### config.mk
export PLATFORM = sky130hd
export DESIGN_NAME = fetch_unit_flat
export DESIGN_NICKNAME = d
export VERILOG_FILES = /design/src/rtl/fetch_unit_if.sv /design/src/rtl/fetch_unit.sv /design/src/flat_wrapper.sv
export SDC_FILE = /design/constraint.sdc
export NUM_CORES = 1
export LEC_CHECK = 0
export ABC_AREA = 1
export CORE_UTILIZATION = 42
export DETAILED_ROUTE_END_ITERATION = 7
export GPL_TIMING_DRIVEN = 0
export PLACE_DENSITY = 0.88
export SYNTH_ARGS = -nofsm -noshare
export SYNTH_HDL_FRONTEND = slang
export SYNTH_SLANG_ARGS = --single-unit
### constraint.sdc
create_clock -name clk -period 2.14 [get_ports clk]
set_input_delay 0.428 -clock clk [delete_from_list [all_inputs] [get_ports clk]]
set_output_delay 0.428 -clock clk [all_outputs]
set_load 0.02 [all_outputs]
### src/rtl/fetch_unit_if.sv
// Instruction-memory bus between the fetch unit (master) and instruction
// memory (slave).
//
// Handshake: the master raises imem_req with imem_addr and holds both stable
// until the slave answers with a single-cycle imem_valid strobe carrying
// imem_rdata. There is no back-pressure on the response. A strobe that
// arrives while imem_req is low is not a response and is dropped.
//
// Signals:
//   imem_req    master -> slave  fetch request
//   imem_addr   master -> slave  fetch address (PC_WIDTH bits)
//   imem_rdata  slave  -> master instruction word (16 bits)
//   imem_valid  slave  -> master response strobe
interface fetch_unit_if #(
  parameter int PC_WIDTH = 16
);
  logic                imem_req;
  logic [PC_WIDTH-1:0] imem_addr;
  logic [15:0]         imem_rdata;
  logic                imem_valid;

  modport master (output imem_req, output imem_addr,
                  input  imem_rdata, input imem_valid);
  modport slave  (input  imem_req, input imem_addr,
                  output imem_rdata, output imem_valid);
endinterface

### src/rtl/fetch_unit.sv
// Instruction fetch front end. Fetches one 16-bit instruction at a time,
// holds it for the decoder until the decoder accepts it (stall low), then
// picks the next PC from the decoder's branch/branch-register/halt
// indications, the condition code and the {Z,V,N} flags. Owns the halted
// state of the core, which is left only through reset.
//
// Optional feature: define FETCH_PERF_CNT_EN to add the saturating
// retired_cnt / taken_cnt performance counters.
//
// Ports:
//   clk, rst            clock (rising edge), synchronous active-high reset
//   imem                instruction-memory bus (master side)
//   instr, instr_valid  instruction presented to the decoder
//   pc_cur, pc_plus2    PC of instr and PC of instr plus 2
//   stall               decoder cannot accept instr this cycle
//   branch, branch_reg  decoder: B / BR instruction
//   halt                decoder: HLT instruction
//   ccc, flags          condition field and {Z,V,N}
//   imm9, reg_target    B offset (words, signed) and BR target
//   taken               one-cycle pulse when a redirect was applied
//   halted              core halted
//   retired_cnt         (optional) instructions retired
//   taken_cnt           (optional) redirects taken
//   dbg_state           current FSM state encoding
module fetch_unit #(
  parameter int                  PC_WIDTH = 16,
  parameter logic [PC_WIDTH-1:0] RESET_PC = '0
) (
  input  logic                clk,
  input  logic                rst,
  fetch_unit_if.master        imem,
  output logic [15:0]         instr,
  output logic                instr_valid,
  output logic [PC_WIDTH-1:0] pc_cur,
  output logic [PC_WIDTH-1:0] pc_plus2,
  input  logic                stall,
  input  logic                branch,
  input  logic                branch_reg,
  input  logic                halt,
  input  logic [2:0]          ccc,
  input  logic [2:0]          flags,
  input  logic [8:0]          imm9,
  input  logic [PC_WIDTH-1:0] reg_target,
  output logic                taken,
  output logic                halted,
`ifdef FETCH_PERF_CNT_EN
  output logic [15:0]         retired_cnt,
  output logic [15:0]         taken_cnt,
`endif
  output logic [1:0]          dbg_state
);

  typedef enum logic [1:0] {
    S_FETCH  = 2'd0,
    S_HOLD   = 2'd1,
    S_HALTED = 2'd2
  } state_t;

  state_t              state, state_d;
  logic [PC_WIDTH-1:0] pc, pc_d;
  logic [PC_WIDTH-1:0] br_off, br_target;
  logic                taken_d;
  logic                cond_true;
  logic                flag_z, flag_v, flag_n;
  logic                accept;

  assign flag_z = flags[2];
  assign flag_v = flags[1];
  assign flag_n = flags[0];

  always_comb begin
    cond_true = 1'b0;
    case (ccc)
      3'b000: cond_true = !flag_z;
      3'b001: cond_true = flag_z;
      3'b010: cond_true = !flag_z && !flag_n;
      3'b011: cond_true = flag_n;
      3'b100: cond_true = flag_z || (!flag_z && !flag_n);
      3'b101: cond_true = flag_n || flag_z;
      3'b110: cond_true = flag_v;
      3'b111: cond_true = 1'b1;
      default: cond_true = 1'b0;
    endcase
  end

  // All PC arithmetic is PC_WIDTH wide, so it wraps naturally.
  assign pc_plus2  = pc_cur + PC_WIDTH'(2);
  assign br_off    = {{(PC_WIDTH-9){imm9[8]}}, imm9} << 1;
  assign br_target = pc_plus2 + br_off;

  assign accept = (state == S_FETCH) && imem.imem_valid;

  // Next-state and next-PC. In HOLD, halt outranks BR, which outranks B.
  always_comb begin
    state_d = state;
    pc_d    = pc;
    taken_d = 1'b0;
    case (state)
      S_FETCH: begin
        if (imem.imem_valid) state_d = S_HOLD;
      end
      S_HOLD: begin
        if (!stall) begin
          if (halt) begin
            state_d = S_HALTED;
          end else begin
            state_d = S_FETCH;
            if (branch_reg && cond_true) begin
              pc_d    = {reg_target[PC_WIDTH-1:1], 1'b0};
              taken_d = 1'b1;
            end else if (branch && cond_true) begin
              pc_d    = br_target;
              taken_d = 1'b1;
            end else begin
              pc_d = pc_plus2;
            end
          end
        end
      end
      S_HALTED: begin
        state_d = S_HALTED;
      end
      default: state_d = S_FETCH;
    endcase
  end

  always_ff @(posedge clk) begin
    if (rst) begin
      state  <= S_FETCH;
      pc     <= RESET_PC;
      pc_cur <= RESET_PC;
      instr  <= 16'h0000;
      taken  <= 1'b0;
    end else begin
      state <= state_d;
      pc    <= pc_d;
      taken <= taken_d;
      if (accept) begin
        instr  <= imem.imem_rdata;
        pc_cur <= pc;
      end
    end
  end

`ifdef FETCH_PERF_CNT_EN
  always_ff @(posedge clk) begin
    if (rst) begin
      retired_cnt <= 16'h0000;
      taken_cnt   <= 16'h0000;
    end else begin
      if (state == S_HOLD && !stall && retired_cnt != 16'hFFFF)
        retired_cnt <= retired_cnt + 16'd1;
      if (taken_d && taken_cnt != 16'hFFFF)
        taken_cnt <= taken_cnt + 16'd1;
    end
  end
`endif

  // The request is masked while rst is high so nothing is issued in the
  // reset cycle, whatever state the FSM was in.
  assign imem.imem_req  = (state == S_FETCH) && !rst;
  assign imem.imem_addr = pc;
  assign instr_valid    = (state == S_HOLD);
  assign halted         = (state == S_HALTED);
  assign dbg_state      = state;

endmodule

### src/flat_wrapper.sv
// flat-port wrapper written by rule: the top's interface ports become plain ports
module fetch_unit_flat 
#(
  parameter int                  PC_WIDTH = 16,
  parameter logic [PC_WIDTH-1:0] RESET_PC = '0
)
  (clk, rst, instr, instr_valid, pc_cur, pc_plus2, stall, branch, branch_reg, halt, ccc, flags, imm9, reg_target, taken, halted, dbg_state, imem_imem_req, imem_imem_addr, imem_imem_rdata, imem_imem_valid);
  fetch_unit_if #(.PC_WIDTH(PC_WIDTH)) imem_i ();
  input  logic clk;
  input  logic rst;
  output logic [15:0] instr;
  output logic instr_valid;
  output logic [PC_WIDTH-1:0] pc_cur;
  output logic [PC_WIDTH-1:0] pc_plus2;
  input  logic stall;
  input  logic branch;
  input  logic branch_reg;
  input  logic halt;
  input  logic [2:0] ccc;
  input  logic [2:0] flags;
  input  logic [8:0] imm9;
  input  logic [PC_WIDTH-1:0] reg_target;
  output logic taken;
  output logic halted;
  output logic [1:0] dbg_state;
  output wire logic [$bits(imem_i.imem_req)-1:0] imem_imem_req;
  output wire logic [$bits(imem_i.imem_addr)-1:0] imem_imem_addr;
  input wire logic [$bits(imem_i.imem_rdata)-1:0] imem_imem_rdata;
  input wire logic [$bits(imem_i.imem_valid)-1:0] imem_imem_valid;
  assign imem_imem_req = imem_i.imem_req;
  assign imem_imem_addr = imem_i.imem_addr;
  assign imem_i.imem_rdata = imem_imem_rdata;
  assign imem_i.imem_valid = imem_imem_valid;
  fetch_unit #(.PC_WIDTH(PC_WIDTH), .RESET_PC(RESET_PC)) u_core (.clk(clk), .rst(rst), .imem(imem_i), .instr(instr), .instr_valid(instr_valid), .pc_cur(pc_cur), .pc_plus2(pc_plus2), .stall(stall), .branch(branch), .branch_reg(branch_reg), .halt(halt), .ccc(ccc), .flags(flags), .imm9(imm9), .reg_target(reg_target), .taken(taken), .halted(halted), .dbg_state(dbg_state));
endmodule
==> flow_metrics.py <==
metrics = {
    "timing": {
        "max_slew_margin": 0.3513,
        "clock.fmax_mhz": 411.0,
        "worst_pin_slew_ns": 0.9731,
        "period_share": 1.137,
        "slew_violations": 0,
        "worst_slack_ns": -0.2929,
        "setup_violations": 17,
        "layout_min_cycle_time_ns": 2.433,
        "rsz0062_at_grt": "true",
        "finClkSkew_ns": 0.009654,
        "finalHoldViolations": 0,
    },
    "run_status": {
        "violations": "negative setup slack",
        "outcome": "finished, violations left",
    },
    "final_layout": {
        "finalInstanceArea_um2": 6156,
        "layout_common_cells": "clkdlybuf4s50_1, nand2_1, nor2_1, o21ai_0, inv_1",
        "diodes": 0,
        "nets": 792,
        "area_delta_synth_final_pct": 73.91,
        "nFillCells": 525,
        "fin_util": 0.7530,
        "final_common_cell": "clkdlybuf4s50_1",
        "seq_area_um2": 1056,
        "multi_input_area_um2": 2924,
        "layout-drive-gt1-share": 0.3625,
    },
    "die": {
        "fp.dieH_um": 93.80,
        "num_io_pins": 124,
        "row_count": 33,
        "coreArea_um2": 8175,
        "start_util": 0.4330,
        "die-area_um2": 8798,
        "die_x_um": 93.80,
    },
    "worst_setup_path": {
        "crit_type": "flop to flop",
        "start_kind": "flop",
        "cp.arrival_ns": 2.64,
        "endpoint_kind": "flop",
        "cp_max_fo": 4,
        "crit_slowest_cell": "dfxtp_4",
        "slowest_delay_ns": 0.39,
        "path_cells": "nand2_4, nor2_4, nand2_4, nor2_4, xnor2_2, inv_2, ha_4, nand2_4, buf_4, nor2_4, nand3_2, nand3_1, nand2_1, nand3_2, nand2_2, nand2_2, a21oi_2",
        "required_ns": 2.35,
    },
    "placement": {
        "io_buffers": 122,
        "place_area_um2": 5186,
        "pre_cts_slack_ns": -0.7126,
        "dpl.hpwl_mm": 9.144,
        "finalWeightedCongestion": 0.9475,
    },
    "global_route": {
        "grt_overflow_total": 0,
        "grt_max_degree": 17,
        "grt_pass1_vias": 4395,
        "antenna_found_initial": 0,
        "grt_pass1_wl_mm": 20.18,
        "grt_usage": 0.2905,
    },
    "power_and_ir_drop": {
        "clkPwrFrac": 0.146,
        "power_switching_w": 0.001854,
        "p_total_w": 0.004339,
        "swShare": 0.4274,
        "ir_drop_uv": 568.3,
        "power_density_nw_per_um2": 704.8,
        "leakage_nw": 2.711,
        "seq_power_share": 0.283,
        "combinationalPowerShare": 0.571,
        "p_int_w": 0.002485,
    },
    "logic_synthesis": {
        "synth_area_leader_cell": "dfxtp_1",
        "avgSynthCellArea_um2": 6.471,
        "syn_area_um2": 3540,
        "syn-num-nets": 620,
        "ys_ff_latch": 51,
        "async_flop_share": 0,
        "ys_types": 41,
        "synth_cells": 547,
        "synth_top_area_frac": 0.2884,
        "synth_ff_type": "dfxtp_1",
        "synth_area_leaders": "dfxtp_1, nand2_1, nor2_1",
        "synth-seq-area-share": 0.2884,
        "synth-edff-count": 0,
        "yosys_warnings": 0,
    },
    "route": {
        "drtAntennaViolNets": 0,
        "vias": 4429,
        "drt-initial-drc-count": 246,
        "wl_per_cell_um": 16.32,
        "first_pass_iters": 5,
        "totalWireLength_mm": 13.47,
        "avgViaCountPerCell": 5.368,
        "drc": 0,
    },
    "clock_tree": {
        "clock_latency_ns": 0.31,
        "clockBufferDepth": 2,
        "clockRootBuffer": "clkbuf_8",
        "cts_tree": "built",
        "cts_sinks": 51,
        "h-tree-depth": 2,
        "clkTransAtPathRegs_ns": 0.10,
        "ctsHoldBuffers": 0,
        "numCtsBuffers": 5,
    },
    "worst_hold_path": {
        "hp-class": "flop to flop",
    },
    "run": {
        "drv_cap": 0,
    },
}
[final timing paths]
check / depth (start not counted) / from / slack, ns / end
setup / recovery: 17 / u_core.pc_cur[3]$_SDFFE_PP0P_ / -0.29 / u_core.imem.imem_addr[13]$_SDFFE_PP0P_
setup reg to reg: 17 / u_core.pc_cur[3]$_SDFFE_PP0P_ / -0.29 / u_core.imem.imem_addr[13]$_SDFFE_PP0P_
hold / removal: 2 / u_core.imem.imem_addr[12]$_SDFFE_PP0P_ / 0.50 / u_core.imem.imem_addr[12]$_SDFFE_PP0P_
hold reg to reg: 2 / u_core.imem.imem_addr[12]$_SDFFE_PP0P_ / 0.50 / u_core.imem.imem_addr[12]$_SDFFE_PP0P_
[layout make-up]
cell class                 count  area share
buffer                        18     0.01931
inverter                      68     0.04309
sequential                    51      0.1715
clock inverter                 1    0.001220
multi-input combinational    410      0.4750
clock buffer                   7     0.01585
tap                          105     0.02134
timing repair buffer         165      0.2526
[stage by stage]
stage	setup TNS, ns	std cells	hold slack (ns)
after global placement	-5.296	774	0.4776
after detailed placement	-6.209	774	0.4894
after CTS	-1.464	808	0.5044
after floorplan	-0.5205	547	0.5065
final	-2.972	825	0.5005
after global routing	-4.468	825	0.5121
[sequential cells by signal, indices dropped and copies added, names as in the netlist]
signal	count
u_core.imem.imem_addr	16
u_core.instr	16
u_core.pc_cur	16
u_core.dbg_state	2
u_core.taken	1
[per-layer routing]
layer	wire [um]	vias up	global-route usage	part of all wire
met5	0	-	0	0
met4	600	0	0.1141	0.045
met3	1043	56	0.06958	0.077
met2	6947	229	0.5426	0.52
met1	4877	2061	0.3110	0.36
li1	-	2083	-	-
[timing repair]
action / 4_1_cts / 5_1_grt
setup buffers: 27 / 19
resized for setup: 123 / 82
pin swaps: 53 / 55
endpoints found under the setup margin: 25 / 23
[cells by family (layout without fill, tap and decap cells)]
| logic type | Yosys count | count (layout) | share of synthesized area |
|---|---|---|---|
| AOI/OAI and AO/OA | 101 | 101 | 0.1651 |
| buffers and inverters | 86 | 259 | 0.1053 |
| and+or+nand+nor | 275 | 275 | 0.3348 |
| xor gates and xnor gates | 15 | 15 | 0.03712 |
| adders and majority gates | 19 | 19 | 0.06928 |
| DFF | 51 | 51 | 0.2884 |
[power by group through the flow]
stage / clock network, W / registers [W] / logic [W]
floorplan: 0 / 0.00136 / 0.00104
global placement: 0 / 0.00123 / 0.00186
detailed placement: 0 / 0.00124 / 0.00191
CTS: 0.000632 / 0.00122 / 0.00220
global route: 0.000665 / 0.00124 / 0.00265
finish: 0.000635 / 0.00123 / 0.00248
[cells in the mapped netlist, drive strengths merged (2+ instances only)]
cell / n
nand2: 137
xor2: 9
or2: 3
a211oi: 2
xnor2: 6
a21oi: 33
clkinv: 3
nand4: 3
inv: 65
nand3: 35
clkbuf: 5
a21boi: 3
buf: 13
dfxtp: 51
o211ai: 4
o21ai: 58
ha: 18
nor2: 93
[worst max-delay path: cells and delay by family (launching register included)]
kind	cells	cell delay [ns]
adder cells (fa/ha/maj)	1	0.33
XOR/XNOR	1	0.15
buffers and inverters	2	0.22
flip-flops	1	0.39
AO/OA/AOI/OAI	1	0.04
AND/OR/NAND/NOR	12	1.17
(Power assumes the default switching activity.)
